## config.mk

```make
export PLATFORM = sky130hd
export DESIGN_NAME = cgra_clock_gate_ctrl
export DESIGN_NICKNAME = d
export VERILOG_FILES = /design/src/rtl/cgra_cg_pkg.sv /design/src/rtl/cgra_cg_chan.sv /design/src/rtl/cgra_clock_gate_ctrl.sv
export SDC_FILE = /design/constraint.sdc
export NUM_CORES = 1
export LEC_CHECK = 0
export BUFFER_PORTS_ARGS = -buffer_cell sky130_fd_sc_hd__buf_2
export CORE_AREA = 2 2 119 121
export CTS_CLUSTER_SIZE = 20
export DETAILED_ROUTE_END_ITERATION = 6
export DIE_AREA = 0 0 121 123
export GPL_ROUTABILITY_DRIVEN = 0
export PLACE_DENSITY = 0.44
export SETUP_SLACK_MARGIN = 0.2
export SLEW_MARGIN = 15
export SYNTH_ARGS = -nofsm -noshare
export SYNTH_HDL_FRONTEND = slang
export SYNTH_HIERARCHICAL = 1
export SYNTH_SLANG_ARGS = --single-unit
export TNS_END_PERCENT = 1
```

## constraint.sdc

```tcl
create_clock -name clk_i -period 4.75 [get_ports clk_i]
set_clock_uncertainty 0.05 [all_clocks]
set_input_delay 1.425 -clock clk_i [delete_from_list [all_inputs] [get_ports clk_i]]
set_output_delay 1.425 -clock clk_i [all_outputs]
set_load 0.01 [all_outputs]
```

## src/rtl/cgra_cg_pkg.sv

```systemverilog
// cgra_cg_pkg
// Shared types and default parameter values for the CGRA clock-gating
// controller (cgra_clock_gate_ctrl and its per-channel cell cgra_cg_chan).
//   cg_state_e  : per-channel gating FSM state
//   CG_*        : default parameter values used by the top and channel cell
package cgra_cg_pkg;

  typedef enum logic [1:0] {
    CG_RUN  = 2'd0,
    CG_COOL = 2'd1,
    CG_OFF  = 2'd2,
    CG_WAKE = 2'd3
  } cg_state_e;

  localparam int CG_N_CH     = 4;
  localparam int CG_CNT_W    = 8;
  localparam int CG_WAKE_CYC = 2;
  localparam int CG_STAT_W   = 32;

endpackage

```

## src/rtl/cgra_cg_chan.sv

```systemverilog
// cgra_cg_chan
// One channel of the automatic clock-gating controller: idle-hysteresis
// FSM (RUN/COOL/OFF/WAKE), wake counter, optional OFF-cycle statistics
// counter and a latch-based glitch-free clock gate.
// Optional feature: CGRA_CG_STATS_EN adds the saturating OFF-cycle counter.
// Ports:
//   clk_i            ungated source clock
//   rst_i            synchronous active-high reset
//   test_en_i        force the gated clock running (FSM unaffected)
//   hyst_i           idle cycles tolerated before gating
//   idle_i           channel idle indication
//   force_on_i       channel must never be gated
//   wake_req_i       level wake request
//   wake_ack_o       clock running and stable (RUN or COOL), registered
//   gated_o          channel in OFF, registered
//   clk_o            gated clock
//   stat_gated_cnt_o cycles spent in OFF (stats build only)
module cgra_cg_chan
  import cgra_cg_pkg::*;
#(
  parameter int CNT_W    = CG_CNT_W,
  parameter int WAKE_CYC = CG_WAKE_CYC
`ifdef CGRA_CG_STATS_EN
  ,
  parameter int STAT_W   = CG_STAT_W
`endif
) (
  input  logic             clk_i,
  input  logic             rst_i,
  input  logic             test_en_i,
  input  logic [CNT_W-1:0] hyst_i,
  input  logic             idle_i,
  input  logic             force_on_i,
  input  logic             wake_req_i,
  output logic             wake_ack_o,
  output logic             gated_o,
  output logic             clk_o
`ifdef CGRA_CG_STATS_EN
  ,
  output logic [STAT_W-1:0] stat_gated_cnt_o
`endif
);

  localparam int WC_W = (WAKE_CYC > 1) ? $clog2(WAKE_CYC) : 1;

  logic             idle_p0;
  logic             keep_p0;
  cg_state_e        state;
  cg_state_e        state_nxt;
  logic [CNT_W-1:0] cnt;
  logic [CNT_W-1:0] cnt_nxt;
  logic [WC_W-1:0]  wcnt;
  logic [WC_W-1:0]  wcnt_nxt;
  logic             en;
  logic             en_lat;

  always_comb begin
    state_nxt = state;
    cnt_nxt   = cnt;
    wcnt_nxt  = wcnt;
    case (state)
      CG_RUN: begin
        if (idle_p0 && !keep_p0) begin
          state_nxt = CG_COOL;
          cnt_nxt   = hyst_i;
        end
      end
      CG_COOL: begin
        // keep wins over an expiring countdown
        if (!idle_p0 || keep_p0) begin
          state_nxt = CG_RUN;
        end else if (cnt == '0) begin
          state_nxt = CG_OFF;
        end else begin
          cnt_nxt = cnt - 1'b1;
        end
      end
      CG_OFF: begin
        // idle_i dropping alone does not wake; only keep does
        if (keep_p0) begin
          state_nxt = CG_WAKE;
          wcnt_nxt  = WC_W'(WAKE_CYC - 1);
        end
      end
      CG_WAKE: begin
        if (wcnt == '0) begin
          state_nxt = CG_RUN;
        end else begin
          wcnt_nxt = wcnt - 1'b1;
        end
      end
      default: state_nxt = CG_RUN;
    endcase
  end

  // stage p0: input sampling; FSM and flag outputs follow one edge later
  always_ff @(posedge clk_i) begin
    if (rst_i) begin
      idle_p0    <= 1'b0;
      keep_p0    <= 1'b0;
      state      <= CG_RUN;
      cnt        <= '0;
      wcnt       <= '0;
      gated_o    <= 1'b0;
      wake_ack_o <= 1'b1;
    end else begin
      idle_p0    <= idle_i;
      keep_p0    <= wake_req_i | force_on_i;
      state      <= state_nxt;
      cnt        <= cnt_nxt;
      wcnt       <= wcnt_nxt;
      gated_o    <= (state_nxt == CG_OFF);
      wake_ack_o <= (state_nxt == CG_RUN) || (state_nxt == CG_COOL);
    end
  end

`ifdef CGRA_CG_STATS_EN
  logic [STAT_W-1:0] stat;

  always_ff @(posedge clk_i) begin
    if (rst_i) begin
      stat <= '0;
    end else if ((state == CG_OFF) && (stat != '1)) begin
      stat <= stat + 1'b1;
    end
  end

  assign stat_gated_cnt_o = stat;
`endif

  assign en = (state != CG_OFF) || test_en_i;

  // Enable only moves while clk_i is low, so a high pulse is never cut short
  always_latch begin
    if (!clk_i) begin
      en_lat <= en;
    end
  end

  assign clk_o = clk_i & en_lat;

endmodule

```

## src/rtl/cgra_clock_gate_ctrl.sv

```systemverilog
// cgra_clock_gate_ctrl
// Multi-channel automatic clock-gating controller for the CGRA. Each
// channel gets an independent glitch-free gated clock that is shut off
// after hyst_i+2 idle cycles and restored through a wake handshake.
// Optional feature: CGRA_CG_STATS_EN adds per-channel OFF-cycle counters
// and the stat_gated_cnt_o port.
// Ports:
//   clk_i            ungated source clock
//   rst_i            synchronous active-high reset
//   test_en_i        force every clk_o running
//   hyst_i           shared idle hysteresis
//   idle_i           per-channel idle
//   force_on_i       per-channel never-gate
//   wake_req_i       per-channel wake request
//   wake_ack_o       per-channel clock running and stable
//   gated_o          per-channel OFF indication
//   clk_o            per-channel gated clocks
//   stat_gated_cnt_o per-channel OFF-cycle counters (stats build only)
module cgra_clock_gate_ctrl
  import cgra_cg_pkg::*;
#(
  parameter int N_CH     = CG_N_CH,
  parameter int CNT_W    = CG_CNT_W,
  parameter int WAKE_CYC = CG_WAKE_CYC
`ifdef CGRA_CG_STATS_EN
  ,
  parameter int STAT_W   = CG_STAT_W
`endif
) (
  input  logic             clk_i,
  input  logic             rst_i,
  input  logic             test_en_i,
  input  logic [CNT_W-1:0] hyst_i,
  input  logic [N_CH-1:0]  idle_i,
  input  logic [N_CH-1:0]  force_on_i,
  input  logic [N_CH-1:0]  wake_req_i,
  output logic [N_CH-1:0]  wake_ack_o,
  output logic [N_CH-1:0]  gated_o,
  output logic [N_CH-1:0]  clk_o
`ifdef CGRA_CG_STATS_EN
  ,
  output logic [N_CH*STAT_W-1:0] stat_gated_cnt_o
`endif
);

  for (genvar i = 0; i < N_CH; i++) begin : g_chan
    cgra_cg_chan #(
      .CNT_W    (CNT_W),
      .WAKE_CYC (WAKE_CYC)
`ifdef CGRA_CG_STATS_EN
      ,
      .STAT_W   (STAT_W)
`endif
    ) u_chan (
      .clk_i      (clk_i),
      .rst_i      (rst_i),
      .test_en_i  (test_en_i),
      .hyst_i     (hyst_i),
      .idle_i     (idle_i[i]),
      .force_on_i (force_on_i[i]),
      .wake_req_i (wake_req_i[i]),
      .wake_ack_o (wake_ack_o[i]),
      .gated_o    (gated_o[i]),
      .clk_o      (clk_o[i])
`ifdef CGRA_CG_STATS_EN
      ,
      .stat_gated_cnt_o (stat_gated_cnt_o[i*STAT_W +: STAT_W])
`endif
    );
  end

endmodule

```

==> flow_summary.toml, run 1 <==
[global_routing]
grt_pass1_vias = 2859
grt_pass1_wl_microns = 14500
grt_max_degree = 47
grt_use_total = 0.125
overflow = 0
antenna_found_initial = 0

[route]
vias = 3011
antenna_left = 0
via_per_inst = 4.93
firstDrtPassIters = 4
drtIter0Drc = 173
drc_errors = 0
totalWireLength_microns = 8740
wl_per_cell_microns = 14.3

[timing]
drv_slew = 0
hold_viol = 0
setup_slack_ns = -0.182
tns_ns = -0.689
setup_violations = 8
tightest_slew_ns = 0.914
rsz0062_at_grt = "yes"
slew_headroom = 0.391

[placement]
dp_hpwl_microns = 5800
portBuffers = 34

[floorplanning]
core_sq_um = 13600
die_h_microns = 123
fp.dieW_microns = 121
rows = 43
die-area_sq_um = 14900
io_pins = 35
initial_core_util = 0.246

[yosys]
synth_warnings = 6
synthArstFlopShare = 0
synth_area_sq_um = 3350
yosysUniqueCellTypes = 52
synth-edff-count = 0
syn_inst = 394
ys.flop_type = "dfxtp_1"
synth_nets = 421
ys_ff_latch = 64
syn_area_per_cell_sq_um = 8.49

[power_and_ir_drop]
p_leak_nw = 1.47
peakVddDrop_uv = 173
powerDensity_nw_per_um2 = 422
finalPower_mw = 1.73

[cts]
clk_latency_ns = 0.43
cts-hold-fix-buffers = 0
clkSlewWorstSetupHoldPaths_ns = 0.05
cts_tree = "done"
post_cts_buffers = 0

[flow_run]
cap_violations = 0

[worst_setup_path]
worstSetupStartpointType = "latch"
critical_path_arrival_ns = 3.46
crit_fanout = 1
cp.required_ns = 3.27
cp-end-kind = "output port"
critical_path_class = "latch to output port"
max_stage_delay_ns = 0.39
cp_cell_sequence = "and2_4, buf_6"
crit_slowest_cell = "dlxtn_1"

[final_layout]
final_cell_mix = "60 x dfxtp_1, 40 x a21oi_1, 34 x nor2_1"
final_common_cell = "dfxtp_1"
antenna_cells = 0
area_delta_synth_final_pct = 22.2
final_layout_size_suffix_gt1_frac = 0.202
layout.nets = 453
final_util = 0.300

[status]
status = "complete, but fails checks"
violations = "setup timing"

[min_path]
hp-class = "flip-flop to flip-flop"
==> cell families (layout without fill, tap and decap cells) <==
logic type	count (synthesis)	after routing	share of synthesized area
AND/OR/NAND/NOR	146	146	0.268
AO/OA/AOI/OAI	134	134	0.269
flip-flops	60	60	0.359
buffers and inverters	40	77	0.0512
multiplexers	6	6	0.0202
adder cells (fa/ha/maj)	4	4	0.0150
latches	4	4	0.0179
==> routing by layer <==
| metal | GRT usage | vias to the layer above | wire length [microns] |
|---|---|---|---|
| li1 | - | 1508 | - |
| met1 | 0.165 | 1420 | 4200 |
| met2 | 0.179 | 72 | 3890 |
| met3 | 0.0369 | 11 | 498 |
| met4 | 0.0756 | 0 | 151 |
| met5 | 0 | - | 0 |
==> cell usage after synthesis, types with 4 or more instances <==
| cell | number | area share |
|---|---|---|
| ha_1 | 4 | 0.015 |
| inv_1 | 22 | 0.025 |
| mux2_2 | 6 | 0.020 |
| a31oi_2 | 4 | 0.015 |
| a211oi_1 | 5 | 0.011 |
| nand2_1 | 20 | 0.022 |
| a31oi_1 | 6 | 0.011 |
| a21oi_2 | 4 | 0.010 |
| o21ai_0 | 14 | 0.021 |
| a21o_1 | 9 | 0.020 |
| nor2_1 | 34 | 0.038 |
| nor3_1 | 8 | 0.012 |
| o211ai_1 | 4 | 0.0090 |
| o21ai_1 | 21 | 0.031 |
| and2_1 | 8 | 0.015 |
| nand4_1 | 6 | 0.011 |
| buf_2 | 4 | 0.0060 |
| dfxtp_1 | 60 | 0.36 |
| nor3b_2 | 4 | 0.015 |
| dlxtn_1 | 4 | 0.018 |
| clkbuf_1 | 11 | 0.012 |
| nand2b_1 | 11 | 0.021 |
| nor4_1 | 4 | 0.0075 |
| a21oi_1 | 40 | 0.060 |
| nor2b_1 | 18 | 0.034 |
==> metrics by stage <==
stage | std cells | setup WS (ns) | instance area [sq um] | hold slack [ns]
3_3_place_gp | 591 | 0.325 | 3660 | 0.409
5_1_grt | 611 | -0.228 | 4090 | 0.443
6_report | 611 | -0.182 | 4090 | 0.420
2_1_floorplan | 394 | 0.385 | 3350 | 0.395
3_5_place_dp | 591 | 0.320 | 3660 | 0.416
4_1_cts | 611 | -0.221 | 4080 | 0.423
==> layout make-up <==
cell class              count  area (sq um)
inverters                  22          82.6
repair buffers             31           158
clock inverters             7          86.3
flip-flops and latches     64          1260
well taps                 180           225
clock buffers              17           358
multi-input cells         290          1920
fillers                  1424          9520
==> final timing paths <==
check / from / endpoint / slack [ns] / cells after the start
max: g_chan[3].u_chan/en_lat / clk_o[3] / -0.18 / 2
min: g_chan[0].u_chan/cnt[1] / g_chan[0].u_chan/cnt[1] / 0.42 / 2
max reg2reg: g_chan[0].u_chan/state[0] / g_chan[0].u_chan/en_lat / 1.64 / 2
min reg2reg: g_chan[0].u_chan/cnt[1] / g_chan[0].u_chan/cnt[1] / 0.42 / 2
==> report_power, final <==
part / leakage [nW] / switching (mW) / internal [mW]
Combinational: 0.713 / 0.103 / 0.0688
Clock: 0.238 / 0.315 / 0.672
Sequential: 0.523 / 0.0218 / 0.546
Total: 1.47 / 0.441 / 1.29
==> sequential cells by signal, summed over array words and instances, names as in the netlist <==
name                      cells
g_chan.u_chan/idle_p0         4
g_chan.u_chan/cnt            32
g_chan.u_chan/wcnt            4
g_chan.u_chan/state           8
g_chan.u_chan/en_lat          4
g_chan.u_chan/gated_o         4
g_chan.u_chan/wake_ack_o      4
g_chan.u_chan/keep_p0         4
==> critical path, delay by kind of cell, from the launching register on <==
family                 cells  cell delay (ns)
latches                    1             0.39
buffers and inverters      1             0.09
and+or+nand+nor            1             0.13
==> timing repair <==
item                       in CTS  in global routing
cloned                          0                  0
pin swaps                       0                  0
setup endpoints to repair       8                  8
gates resized for setup         2                  2
No activity file was read; power rests on OpenSTA's default activity.
==> inputs of run 2 (changes only) <==
MAX_ROUTING_LAYER = met4   (was not set)
RECOVER_POWER = 100   (was not set)
==> flow_summary.toml, run 2 (synthesis results as in run 1) <==
[global_routing]
grt_pass1_wl_microns = 14500
top_usage_layer = "met2"
grt_max_degree = 47
grtUsageMet2 = 0.179
globalRouteMet3Util = 0.0369
grt_pass1_vias = 2862
antenna_found_initial = 0
overflow = 0
grt_use_total = 0.129
met1_usage = 0.165

[route]
totalWireLength_microns = 8720
firstDrtPassIters = 4
drc_errors = 0
drtIter0Drc = 185
antenna_left = 0
vias = 2986
via_per_inst = 4.89
wl_per_cell_microns = 14.3

[worst_setup_path]
cp-end-kind = "output port"
crit_fanout = 1
timing.rr.start = "g_chan[0].u_chan/state[0]"
r2r_setup_slack_ns = 1.63
cp.required_ns = 3.27
critical_path_class = "latch to output port"
worstRegToRegCells = 2
worstSetupStartpointType = "latch"
r2r_end = "g_chan[0].u_chan/en_lat"
critical_path_arrival_ns = 3.46

[timing]
drv_slew = 47
slew_headroom = -0.451
hold_viol = 0
setup_slack_ns = -0.185
rsz0062_at_grt = "yes"
tightest_slew_ns = 2.18
setup_violations = 8

[final_layout]
final_cells = 611
area_delta_synth_final_pct = 21.3
regMostFlops = "g_chan.u_chan/cnt"
final_common_cell = "dfxtp_1"
largest_reg_flops = 32
reg.largest.list = "g_chan.u_chan/cnt: 32 flops, g_chan.u_chan/state: 8 flops"
final_cell_mix = "60 x dfxtp_1, 40 x a21oi_1, 34 x nor2_1"
final_util = 0.298
antenna_cells = 0
fill_cells = 1427
final_layout_size_suffix_gt1_frac = 0.174
layout.nets = 453

[min_path]
whs_path_depth = 2
hp-class = "flip-flop to flip-flop"
hold_path.startpoint = "g_chan[0].u_chan/cnt[1]"
min_to = "g_chan[0].u_chan/cnt[1]"

[power_and_ir_drop]
peakVddDrop_uv = 173
powerDensity_nw_per_um2 = 426
p_leak_nw = 1.44

[cts]
post_cts_resized = 2
cts_tree = "done"
cts-hold-fix-buffers = 0
post_cts_buffers = 0
clkSlewWorstSetupHoldPaths_ns = 0.05
clk_latency_ns = 0.44

[placement]
portBuffers = 34
placed_cells = 591
dp_hpwl_microns = 5800

[status]
violations = "capacitance limit, slew limit, setup timing"
status = "complete, but fails checks"

[floorplanning]
initial_core_util = 0.246
die-area_sq_um = 14900
die_h_microns = 123
fp.dieW_microns = 121
core_sq_um = 13600
rows = 43
io_pins = 35

[flow_run]
cap_violations = 1
==> run 2: changes by cell type in the layout (fill, tap and decap cells not counted) <==
cell,delta
clkbuf_1,+11
buf_2,-10
buf_4,-1
o31ai_1,+1
o31ai_4,-1
==> run 2: through the flow <==
stage | area [sq um] | setup WS (ns) | hold WS, ns | power, mW | TNS (ns)
2_1_floorplan | 3350 | 0.385 | 0.395 | 0.746 | 0
3_3_place_gp | 3660 | 0.325 | 0.409 | 0.823 | 0
3_5_place_dp | 3660 | 0.320 | 0.416 | 0.824 | 0
4_1_cts | 4080 | -0.221 | 0.423 | 1.75 | -0.792
5_1_grt | 4060 | -0.228 | 0.443 | 1.82 | -0.870
6_report | 4060 | -0.185 | 0.421 | 1.73 | -0.703
==> run 2: critical path: stages, from the launching register on <==
cell and delay (ns):
dlxtn_1 0.39, and2_4 0.13, buf_6 0.09
==> run 2: final cells by class <==
class                   instances  area, sq um  share of cell area
well taps                     180          225              0.0555
clock inverters                 7         86.3              0.0213
inverters                      22         82.6              0.0203
repair buffers                 31          141              0.0348
multi-input cells             290         1910               0.469
clock buffers                  17          358              0.0881
flip-flops and latches         64         1260               0.311
==> run 2: worst max path at each step <==
stage                                        from        to  slack, ns  cells after the start
after floorplan           g_chan[0].u_chan/en_lat  clk_o[0]       0.38                      1
after global placement    g_chan[2].u_chan/en_lat  clk_o[2]       0.33                      2
after detailed placement  g_chan[2].u_chan/en_lat  clk_o[2]       0.32                      2
after CTS                 g_chan[3].u_chan/en_lat  clk_o[3]      -0.22                      2
after global routing      g_chan[0].u_chan/en_lat  clk_o[0]      -0.23                      2
final                     g_chan[3].u_chan/en_lat  clk_o[3]      -0.19                      2
==> run 2: metal layers <==
layer  wire length, microns  share of wire  up-vias
li1                       -              -     1503
met3                    529          0.061       11
met5                      0              0        -
met1                   4170           0.48     1404
met4                    151          0.017        0
met2                   3870           0.44       68
==> run 2: power breakdown <==
| group | switching, mW | internal, mW |
|---|---|---|
| Sequential | 0.0218 | 0.546 |
| Combinational | 0.102 | 0.0679 |
| Clock | 0.319 | 0.672 |
| Total | 0.443 | 1.29 |
==> inputs of run 3 (changes only) <==
RECOVER_POWER = 25   (was 100)
==> flow_summary.toml, run 3 (synthesis results as in run 1) <==
[status]
status = "complete, but fails checks"
violations = "capacitance limit, slew limit, setup timing"

[floorplanning]
die-area_sq_um = 14900
rows = 43
initial_core_util = 0.246
fp.dieW_microns = 121
io_pins = 35
core_sq_um = 13600
die_h_microns = 123

[timing]
hold_viol = 0
rsz0062_at_grt = "yes"
setup_violations = 8
drv_slew = 47
slew_headroom = -0.453
tightest_slew_ns = 2.18
setup_slack_ns = -0.185

[route]
via_per_inst = 4.89
antenna_left = 0
firstDrtPassIters = 4
wl_per_cell_microns = 14.3
totalWireLength_microns = 8720
drtIter0Drc = 167
drc_errors = 0
vias = 2985

[final_layout]
largest_reg_flops = 32
fill_cells = 1428
layout.nets = 453
final_layout_size_suffix_gt1_frac = 0.197
regMostFlops = "g_chan.u_chan/cnt"
final_common_cell = "dfxtp_1"
register_area_sq_um = 1260
reg.largest.list = "g_chan.u_chan/cnt: 32 flops, g_chan.u_chan/state: 8 flops"
multi_input_area_sq_um = 1910
final_util = 0.299
antenna_cells = 0
final_cell_mix = "60 x dfxtp_1, 40 x a21oi_1, 34 x nor2_1"
area_delta_synth_final_pct = 21.8

[global_routing]
overflow = 0
grt_pass1_wl_microns = 14500
grt_use_total = 0.129
antenna_found_initial = 0
grt_pass1_vias = 2862
grt_max_degree = 47

[power_and_ir_drop]
p_leak_nw = 1.47
peakVddDrop_uv = 173
powerDensity_nw_per_um2 = 424

[flow_run]
cap_violations = 1

[worst_setup_path]
cp.buffers_inverters = 1
max_stage_delay_ns = 0.39
cp-end-kind = "output port"
worstSetupStartpointType = "latch"
critical_path_arrival_ns = 3.46
critical_path_class = "latch to output port"
cp_cell_sequence = "and2_4, buf_6"
cp.depth = 2
worstRegToRegCells = 2
crit_fanout = 1
crit_family = "latches"
cp.required_ns = 3.27
crit_slowest_cell = "dlxtn_1"

[placement]
dp_hpwl_microns = 5800
portBuffers = 34
dpl_worst_slack_ns = 0.320

[cts]
clkSlewWorstSetupHoldPaths_ns = 0.05
cts_tree = "done"
clk_latency_ns = 0.44
cts-hold-fix-buffers = 0

[min_path]
hp-class = "flip-flop to flip-flop"
whs_path_depth = 2
## run 3: cell types whose count changed in the layout (fill, tap and decap cells not counted), sizes merged
cell | previous run | this run
clkbuf | 24 | 14
buf | 24 | 34
## run 3: layer usage
metal / vias up / track usage / wire, microns
met5: - / - / 0
met2: 65 / 0.179 / 3890
li1: 1503 / - / -
met4: 0 / 0.0756 / 151
met3: 11 / 0.0369 / 526
met1: 1406 / 0.165 / 4160
## run 3: worst paths after layout
check	startpoint	endpoint	slack, ns
max	g_chan[3].u_chan/en_lat	clk_o[3]	-0.19
max reg2reg	g_chan[0].u_chan/state[0]	g_chan[0].u_chan/en_lat	1.64
min	g_chan[0].u_chan/cnt[1]	g_chan[0].u_chan/cnt[1]	0.42
min reg2reg	g_chan[0].u_chan/cnt[1]	g_chan[0].u_chan/cnt[1]	0.42
## run 3: metrics by stage
step	instance area, sq um	setup TNS, ns	cells	hold slack [ns]	power [mW]
6_report	4080	-0.702	611	0.421	1.73
5_1_grt	4080	-0.870	611	0.443	1.82
4_1_cts	4080	-0.792	611	0.423	1.75
3_5_place_dp	3660	0	591	0.416	0.824
3_3_place_gp	3660	0	591	0.409	0.823
2_1_floorplan	3350	0	394	0.395	0.746
## run 3: final cells by class
type                       count  area share
clock buffer                  17      0.0878
sequential                    64       0.309
clock inverter                 7      0.0212
inverter                      22      0.0203
tap                          180      0.0553
timing repair buffer          31      0.0384
multi-input combinational    290       0.468
## run 3: power breakdown
group	leakage (nW)	internal [mW]	total, mW	switching (mW)
clock	0.238	0.672	0.991	0.319
sequential	0.523	0.546	0.568	0.0217
combinational	0.708	0.0686	0.170	0.102
## run 3: worst register-to-register path: cells and delay by family (launching register included)
kind | cells | cell delay (ns)
flops | 1 | 0.55
simple gates | 2 | 0.16
## run 3: timing repair
action / 4_1_cts / 5_1_grt
buffers inserted: 0 / 0
gates resized for setup: 2 / 2
endpoints found under the setup margin: 8 / 8
